### config.mk
export PLATFORM = sky130hd
export DESIGN_NAME = rvv_alu_seq
export DESIGN_NICKNAME = d
export VERILOG_FILES = /design/src/rtl/rvv_seq_pkg.sv /design/src/rtl/rvv_elem_merge.sv /design/src/rtl/rvv_alu_seq.sv
export SDC_FILE = /design/constraint.sdc
export NUM_CORES = 2
export LEC_CHECK = 0
export ABC_AREA = 1
export BUFFER_PORTS_ARGS = -buffer_cell sky130_fd_sc_hd__buf_2
export CAP_MARGIN = 20
export CELL_PAD_IN_SITES_DETAIL_PLACEMENT = 0
export CELL_PAD_IN_SITES_GLOBAL_PLACEMENT = 2
export CORE_ASPECT_RATIO = 1.25
export CORE_UTILIZATION = 28
export CTS_CLUSTER_DIAMETER = 80
export DETAILED_ROUTE_END_ITERATION = 10
export PLACE_DENSITY = 0.8
export SKIP_CTS_REPAIR_TIMING = 1
export SYNTH_ARGS = -nofsm -noshare
export SYNTH_HDL_FRONTEND = slang
export SYNTH_SLANG_ARGS = --single-unit
export TNS_END_PERCENT = 50
### constraint.sdc
create_clock -name clk -period 23.6 [get_ports clk]
set_input_delay 4.72 -clock clk [delete_from_list [all_inputs] [get_ports clk]]
set_output_delay 4.72 -clock clk [all_outputs]
set_load 0.01 [all_outputs]
### src/rtl/rvv_seq_pkg.sv
// ---------------------------------------------------------------------------
// rvv_seq_pkg
//   Shared definitions for the vector ALU sequencer:
//     - seq_state_e : sequencer FSM state encoding (also exported on dbg_state)
//     - OP_VV/OP_VX/OP_VI : cmd_op_type one-hot codes
//     - ERR_* : rsp_err completion codes
//     - lane field widths used to slice the packed per-lane ALU buses
// ---------------------------------------------------------------------------
package rvv_seq_pkg;

    typedef enum logic [2:0] {
        ST_IDLE = 3'd0,
        ST_RD   = 3'd1,
        ST_LD   = 3'd2,
        ST_EXEC = 3'd3,
        ST_WB   = 3'd4,
        ST_RESP = 3'd5
    } seq_state_e;

    // Operand type, one-hot.
    localparam logic [2:0] OP_VV = 3'b001;
    localparam logic [2:0] OP_VX = 3'b010;
    localparam logic [2:0] OP_VI = 3'b100;

    // Completion codes on rsp_err.
    localparam logic [1:0] ERR_OK   = 2'd0;
    localparam logic [1:0] ERR_OP   = 2'd1;
    localparam logic [1:0] ERR_SEW  = 2'd2;
    localparam logic [1:0] ERR_WDOG = 2'd3;

    // Largest legal vsew code (SEW = 64).
    localparam logic [2:0] VSEW_MAX = 3'd3;

    // Per-lane field widths on the packed ALU result buses.
    localparam int VD_LANE_W = 64;
    localparam int REGI_W    = 10;

endpackage

### src/rtl/rvv_elem_merge.sv
// ---------------------------------------------------------------------------
// rvv_elem_merge
//   Combinational merge of one cycle of per-lane ALU results into the
//   result buffer.
//
//   Ports:
//     buf_in    in  VLEN           current result buffer
//     sew_code  in  2              element width code, SEW = 8 << sew_code
//     lane_vd   in  64<<NB_LANES   per-lane 64-bit results (low SEW bits used)
//     lane_regi in  10<<NB_LANES   per-lane element index
//     lane_res  in  1<<NB_LANES    per-lane result-valid
//     buf_out   out VLEN           buffer with this cycle's results applied
//
//   Lanes are applied in ascending order, so a higher lane overwrites a lower
//   one that targets the same element. An index whose element would start at
//   or beyond VLEN matches no element slot and is dropped.
// ---------------------------------------------------------------------------
module rvv_elem_merge
    import rvv_seq_pkg::*;
#(
    parameter int VLEN     = 128,
    parameter int NB_LANES = 1
) (
    input  logic [VLEN-1:0]                buf_in,
    input  logic [1:0]                     sew_code,
    input  logic [(64<<NB_LANES)-1:0]      lane_vd,
    input  logic [(10<<NB_LANES)-1:0]      lane_regi,
    input  logic [(1<<NB_LANES)-1:0]       lane_res,
    output logic [VLEN-1:0]                buf_out
);

    localparam int LANES = 1 << NB_LANES;

    always_comb begin
        buf_out = buf_in;
        for (int k = 0; k < LANES; k++) begin
            if (lane_res[k]) begin
                case (sew_code)
                    2'd0: begin
                        for (int e = 0; e < VLEN / 8; e++) begin
                            if (int'(lane_regi[REGI_W*k +: REGI_W]) == e) begin
                                buf_out[e*8 +: 8] = lane_vd[VD_LANE_W*k +: 8];
                            end
                        end
                    end
                    2'd1: begin
                        for (int e = 0; e < VLEN / 16; e++) begin
                            if (int'(lane_regi[REGI_W*k +: REGI_W]) == e) begin
                                buf_out[e*16 +: 16] = lane_vd[VD_LANE_W*k +: 16];
                            end
                        end
                    end
                    2'd2: begin
                        for (int e = 0; e < VLEN / 32; e++) begin
                            if (int'(lane_regi[REGI_W*k +: REGI_W]) == e) begin
                                buf_out[e*32 +: 32] = lane_vd[VD_LANE_W*k +: 32];
                            end
                        end
                    end
                    default: begin
                        for (int e = 0; e < VLEN / 64; e++) begin
                            if (int'(lane_regi[REGI_W*k +: REGI_W]) == e) begin
                                buf_out[e*64 +: 64] = lane_vd[VD_LANE_W*k +: 64];
                            end
                        end
                    end
                endcase
            end
        end
    end

endmodule

### src/rtl/rvv_alu_seq.sv
// ---------------------------------------------------------------------------
// rvv_alu_seq
//   Sequencer for one vector ALU instruction: reads two source registers,
//   loads the ALU operand registers, runs the ALU while merging its per-lane
//   results into a VLEN-wide buffer, writes the buffer back and reports a
//   completion code.
//
//   FSM: IDLE -> RD -> LD -> EXEC -> WB -> RESP -> IDLE
//        IDLE -> RESP            illegal vsew (err 2)
//        EXEC -> RESP            illegal opcode on first EXEC cycle (err 1)
//                                or watchdog expiry (err 3)
//
//   Ports:
//     clk, reset                      clock, async active-high reset
//     cmd_valid/cmd_ready             command handshake (ready only in IDLE)
//     cmd_opcode/op_type/vsew         command fields
//     cmd_vd/cmd_vs1/cmd_vs2          register indices
//     cmd_scalar                      scalar / immediate for VX / VI
//     rf_rd_addr1/2, rf_rd_data1/2    register file read (data one cycle later)
//     rf_we/rf_wr_addr/rf_wr_data     register file write (one WB cycle)
//     alu_run                         high for every EXEC cycle
//     alu_opcode/op_type/vsew         latched command fields
//     alu_vs1/alu_vs2                 operand registers
//     alu_vd/alu_regi/alu_res         per-lane results, indices, valids
//     alu_done                        ALU completion pulse
//     alu_instr_valid                 opcode legality from the ALU
//     rsp_valid/rsp_ready/rsp_err     response handshake and code
//     dbg_state                       current FSM state (seq_state_e)
//
//   Handshakes (cmd and rsp): a transfer happens on a rising clock edge where
//   valid and ready are both high. Once rsp_valid rises, it and rsp_err hold
//   steady until that transfer.
// ---------------------------------------------------------------------------
module rvv_alu_seq
    import rvv_seq_pkg::*;
#(
    parameter int VLEN     = 128,
    parameter int NB_LANES = 1,
    parameter int WDOG_MAX = 1023
) (
    input  logic                          clk,
    input  logic                          reset,
    input  logic                          cmd_valid,
    output logic                          cmd_ready,
    input  logic [5:0]                    cmd_opcode,
    input  logic [2:0]                    cmd_op_type,
    input  logic [2:0]                    cmd_vsew,
    input  logic [4:0]                    cmd_vd,
    input  logic [4:0]                    cmd_vs1,
    input  logic [4:0]                    cmd_vs2,
    input  logic [63:0]                   cmd_scalar,
    output logic [4:0]                    rf_rd_addr1,
    output logic [4:0]                    rf_rd_addr2,
    input  logic [VLEN-1:0]               rf_rd_data1,
    input  logic [VLEN-1:0]               rf_rd_data2,
    output logic                          rf_we,
    output logic [4:0]                    rf_wr_addr,
    output logic [VLEN-1:0]               rf_wr_data,
    output logic                          alu_run,
    output logic [5:0]                    alu_opcode,
    output logic [2:0]                    alu_op_type,
    output logic [2:0]                    alu_vsew,
    output logic [VLEN-1:0]               alu_vs1,
    output logic [VLEN-1:0]               alu_vs2,
    input  logic [(64<<NB_LANES)-1:0]     alu_vd,
    input  logic [(10<<NB_LANES)-1:0]     alu_regi,
    input  logic [(1<<NB_LANES)-1:0]      alu_res,
    input  logic                          alu_done,
    input  logic                          alu_instr_valid,
    output logic                          rsp_valid,
    input  logic                          rsp_ready,
    output logic [1:0]                    rsp_err,
    output logic [2:0]                    dbg_state
);

    localparam int                 WDOG_W    = $clog2(WDOG_MAX + 1);
    // EXEC gives up at the end of its WDOG_MAX-th cycle.
    localparam logic [WDOG_W-1:0]  WDOG_LAST = WDOG_W'(WDOG_MAX - 1);

    seq_state_e          state_q, state_d;
    logic [1:0]          err_q, err_d;
    logic [4:0]          vd_q, vs1_q, vs2_q;
    logic [63:0]         scalar_q;
    logic [VLEN-1:0]     buf_q, buf_merged;
    logic [VLEN-1:0]     scalar_rep;
    logic [WDOG_W-1:0]   wdog_q;
    logic                exec_first;
    logic                use_scalar;

    // The watchdog is cleared in LD, so a zero count marks the first EXEC cycle.
    assign exec_first = (wdog_q == '0);
    assign use_scalar = (alu_op_type == OP_VX) || (alu_op_type == OP_VI);

    // Low SEW bits of the scalar, replicated across the whole register.
    always_comb begin
        case (alu_vsew[1:0])
            2'd0:    scalar_rep = {(VLEN/8){scalar_q[7:0]}};
            2'd1:    scalar_rep = {(VLEN/16){scalar_q[15:0]}};
            2'd2:    scalar_rep = {(VLEN/32){scalar_q[31:0]}};
            default: scalar_rep = {(VLEN/64){scalar_q}};
        endcase
    end

    rvv_elem_merge #(
        .VLEN     (VLEN),
        .NB_LANES (NB_LANES)
    ) u_merge (
        .buf_in    (buf_q),
        .sew_code  (alu_vsew[1:0]),
        .lane_vd   (alu_vd),
        .lane_regi (alu_regi),
        .lane_res  (alu_res),
        .buf_out   (buf_merged)
    );

    // ---------------------------------------------------------------- state
    always_ff @(posedge clk or posedge reset) begin
        if (reset) begin
            state_q <= ST_IDLE;
        end else begin
            state_q <= state_d;
        end
    end

    // ----------------------------------------------------------- next state
    // err_d travels with the transition so rsp_err is settled on RESP entry
    // and is left untouched while RESP waits for rsp_ready.
    always_comb begin
        state_d = state_q;
        err_d   = err_q;
        case (state_q)
            ST_IDLE: begin
                if (cmd_valid) begin
                    if (cmd_vsew > VSEW_MAX) begin
                        state_d = ST_RESP;
                        err_d   = ERR_SEW;
                    end else begin
                        state_d = ST_RD;
                        err_d   = ERR_OK;
                    end
                end
            end
            ST_RD:   state_d = ST_LD;
            ST_LD:   state_d = ST_EXEC;
            ST_EXEC: begin
                // Illegal opcode beats everything; a done in the same cycle
                // as watchdog expiry still completes normally.
                if (exec_first && !alu_instr_valid) begin
                    state_d = ST_RESP;
                    err_d   = ERR_OP;
                end else if (alu_done) begin
                    state_d = ST_WB;
                end else if (wdog_q == WDOG_LAST) begin
                    state_d = ST_RESP;
                    err_d   = ERR_WDOG;
                end
            end
            ST_WB: begin
                state_d = ST_RESP;
                err_d   = ERR_OK;
            end
            ST_RESP: begin
                if (rsp_ready) begin
                    state_d = ST_IDLE;
                end
            end
            default: state_d = ST_IDLE;
        endcase
    end

    // -------------------------------------------------------------- outputs
    always_comb begin
        cmd_ready = (state_q == ST_IDLE);
        rf_we     = (state_q == ST_WB);
        alu_run   = (state_q == ST_EXEC);
        rsp_valid = (state_q == ST_RESP);
    end

    assign rf_rd_addr1 = vs1_q;
    assign rf_rd_addr2 = vs2_q;
    assign rf_wr_addr  = vd_q;
    assign rf_wr_data  = buf_q;
    assign rsp_err     = err_q;
    assign dbg_state   = state_q;

    // ------------------------------------------------------------- datapath
    always_ff @(posedge clk or posedge reset) begin
        if (reset) begin
            err_q       <= ERR_OK;
            alu_opcode  <= '0;
            alu_op_type <= '0;
            alu_vsew    <= '0;
            vd_q        <= '0;
            vs1_q       <= '0;
            vs2_q       <= '0;
            scalar_q    <= '0;
            alu_vs1     <= '0;
            alu_vs2     <= '0;
            buf_q       <= '0;
            wdog_q      <= '0;
        end else begin
            err_q <= err_d;
            case (state_q)
                ST_IDLE: begin
                    if (cmd_valid) begin
                        alu_opcode  <= cmd_opcode;
                        alu_op_type <= cmd_op_type;
                        alu_vsew    <= cmd_vsew;
                        vd_q        <= cmd_vd;
                        vs1_q       <= cmd_vs1;
                        vs2_q       <= cmd_vs2;
                        scalar_q    <= cmd_scalar;
                    end
                end
                ST_LD: begin
                    alu_vs2 <= rf_rd_data2;
                    alu_vs1 <= use_scalar ? scalar_rep : rf_rd_data1;
                    buf_q   <= '0;
                    wdog_q  <= '0;
                end
                ST_EXEC: begin
                    buf_q  <= buf_merged;
                    wdog_q <= wdog_q + 1'b1;
                end
                default: ;
            endcase
        end
    end

endmodule

==> metrics.md <==
| Metric | Value |
|---|---|
| Status | `finished clean` |
| Reg2reg start | `alu_vsew[1]` |
| R2R Path End | `rf_wr_data[103]` |
| Detail Placement HPWL | `202 mm` |
| FILL cells | `15.9k` |
| Power share of the clock group | `16.6%` |
| Insertion delay to the later sink of the worst-skew pair | `0.70 ns` |
| Number of synthesized flops with an enable pin | `0` |
| DP Area | `45200 µm²` |
| Syn. warnings | `0` |
| Detail Route Antenna Nets | `0` |
| Final Util | `34.1%` |
| Post-synthesis register bit count | `490` |
| Commonest non-fill, non-tap cell in the layout | `nand2_1` |
| R2R cell count | `14` |
| Seq/Total Area, Yosys | `31.1%` |
| Slew HR | `14.1%` |
| Hold Path Class | `flip-flop to flip-flop` |
| Avg Synthesized Cell Area | `6.03 µm²` |
| Initial antenna violation count | `83` |
| Fraction of layout cells with a size suffix above 1 | `18.2%` |
| Worst-path maximum fanout | `34` |
| Buf+Inv Stages, Crit Path | `6` |
| Layout area overhead | `20.7%` |
| CP Cell Sequence | `buf_2 > nor2_1 > inv_1 > nor3_1 > inv_1 > nor2_2 > buf_4 > clkinv_2 > buf_4 > nor2_1 > nor2_1 > nand2_1 > nand2_1 > o21ai_1 > nand2_1 > nand2_1 > nand2_1` |
| Pwr dens | `139 nW/µm²` |
| Startpoint types | `primary input` |
| Vias in the first global route | `47.6k` |
| Seq pwr share | `25.2%` |
| Initial Utilization | `28.3%` |
| Int Pwr | `3.08 mW` |
| Via density | `5.63` |
| Post-DR wirelength/cell | `31.2 µm` |
| Die Area | `142000 µm²` |
| Syn Nets | `7037` |
| H-tree level count | `3` |
| # IOs | `923` |
| Reg clk slew, reported paths | `0.06 ns` |
| Multi-input gate area | `23500 µm²` |
| Hold path startpoint | `alu_vs2[68]` |
| Final hold vios | `0` |
| Pre-Repair DR Iteration Count | `8` |
| RSZ-0062 raised after global routing | `false` |
| Hold depth | `2` |
| Setup_tns | `0 ns` |
| Clk buf depth | `3` |
| Slowest stage cell, crit path | `clkinv_2` |
| Tightest Pin Transition | `1.29 ns` |
| Most frequent cells in the layout | `nand2_1 (2581), nand3_1 (977), buf_2 (921)` |
| WP data arrival | `8.89 ns` |
| Leak | `27.1 nW` |
| Iteration-0 DRC Markers | `6044` |
| Port-buffer cells | `922` |
| CORE AREA | `139000 µm²` |
| Via Count | `51.1k` |
| Max cap viols | `0` |
| Comb pwr share | `58.2%` |
| Mapped Cells | `6531` |
| Count of cell types in the netlist | `47` |
| Clock Sinks | `490` |
| Fin. max-slew vios | `0` |
| First-pass GRT wire length | `387 mm` |
| Fmax | `0.120 GHz` |
| WHS Endpoint | `alu_vs2[68]` |
| Largest stage delay on the critical path | `0.89 ns` |
| Register area | `12300 µm²` |
| Layout Cells excl Fill | `9086` |
| Routability Congestion | `0.985` |
| Post-layout min period | `8.32 ns` |
| Die W | `338 µm` |
| Design area | `47600 µm²` |
| Clock Skew | `0.0315 ns` |
| Critical path capture point type | `flip-flop` |
| Ys async rst share | `100%` |
| Finish-stage setup viols | `0` |
| Syn Std Cell Area | `39400 µm²` |
| GRT Overall Usage | `38.6%` |
| Critical path class | `primary input to flip-flop` |
| Placed cells | `8928` |
| Total wire length | `284 mm` |
| Total CTS buffers | `68` |
| Ys flop type | `dfrtp_1` |
| Register-to-register setup slack | `18.77 ns` |
| Sw frac | `53.4%` |
| CTS tree | `done` |
| Root buf cell | `clkbuf_16` |
| Overflow after GRT | `0` |
| DRC violations left | `0` |
| Die height | `421 µm` |
| Worst path most repeated cell | `nand2_1` |
| Period Utilization, post-route | `35.3%` |
| Largest net degree at the start of global routing | `163` |
| VDD IR-drop max | `0.109 mV` |
| Nets | `7646` |
| Row count | `153` |
| CP delay by family, top | `buffers and inverters` |
| Required @ worst endpoint | `24.17 ns` |
| Switching Power | `3.52 mW` |
==> final cells by class <==
class                           instances  share of cell area [%]
Tap cell                             1860                    4.89
Clock buffer                           96                    4.09
Antenna cell                           36                   0.189
Clock inverter                         24                   0.626
Inverter                              442                    3.56
Multi-Input combinational cell       5124                    49.5
Timing Repair Buffer                 1014                    11.4
Sequential cell                       490                    25.8
==> power groups by stage <==
stage / registers [mW] / logic [mW] / clock network, mW
after floorplan: 1.64 / 2.21 / 0
after global placement: 1.64 / 3.76 / 0
after detailed placement: 1.64 / 3.77 / 0
after CTS: 1.64 / 3.79 / 1.11
after global routing: 1.68 / 4.19 / 1.13
final: 1.66 / 3.84 / 1.09
==> state kept, by name, summed over array words and instances (netlist names) <==
signal,cells
rf_rd_addr1,5
alu_vs1,128
alu_vs2,128
rsp_err,2
rf_rd_addr2,5
alu_op_type,3
dbg_state,3
wdog_q,10
alu_vsew,3
rf_wr_addr,5
rf_wr_data,128
alu_opcode,6
scalar_q,64
==> per-stage QoR <==
stage	setup slack (ns)	hold slack, ns	power, mW
2_1_floorplan	5.20	0.478	3.85
3_3_place_gp	14.74	0.450	5.39
3_5_place_dp	14.66	0.453	5.42
4_1_cts	15.39	0.469	6.54
5_1_grt	15.16	0.482	7.01
6_report	15.28	0.466	6.59
==> cells by family after synthesis <==
logic type	Yosys count	share of synthesized area (%)
AND/OR/NAND/NOR	3883	40.8
adder cells (fa/ha/maj)	3	0.0952
buffers and inverters	917	9.37
multiplexers	33	0.943
flip-flops	490	31.1
AO/OA/AOI/OAI	1205	17.7
==> worst reg2reg max path, stage by stage (launching register included) <==
cell and delay [ns]:
dfrtp_2 0.45, buf_4 0.34, nand2_4 0.54, buf_12 0.60
buf_4 1.00, buf_4 0.71, nand2_1 0.18, o21ai_2 0.30
nand3_1 0.11, nand2_1 0.09, nand2_1 0.05, o21ai_1 0.15
nand2_1 0.06, nand2_1 0.08, nand2_1 0.05
==> Yosys cell counts (25+ instances only) <==
library cell	count	share of area (%)
nor2_1	253	2.4
inv_1	416	4.0
buf_1	54	0.51
a2bb2oi_1	64	1.4
buf_2	91	1.2
o21ai_2	78	1.7
o21ai_1	112	1.4
nand3_1	977	12
o21a_1	64	1.2
clkbuf_1	300	2.9
a21oi_1	516	6.6
nand2_1	2584	25
o21ai_0	285	3.6
dfrtp_1	490	31
o211ai_1	25	0.48
mux2_2	33	0.94
==> worst max path at each step <==
stage,from,to,depth (start not counted)
4_1_cts,alu_regi[19],rf_wr_data[37],17
6_report,alu_regi[19],rf_wr_data[37],17
2_1_floorplan,reset,alu_op_type[0],1
3_5_place_dp,alu_regi[19],rf_wr_data[37],17
3_3_place_gp,alu_regi[19],rf_wr_data[39],17
5_1_grt,alu_regi[19],rf_wr_data[37],17
==> layer usage <==
layer | track usage, % | vias to the layer above | wire length (µm)
met5 | 0 | - | 235
met4 | 27.7 | 34 | 24100
met3 | 11.3 | 907 | 29900
met2 | 61.7 | 3177 | 129000
met1 | 43.7 | 24500 | 100000
li1 | - | 22600 | -
Note: power is estimated with default switching activity, not from simulation.
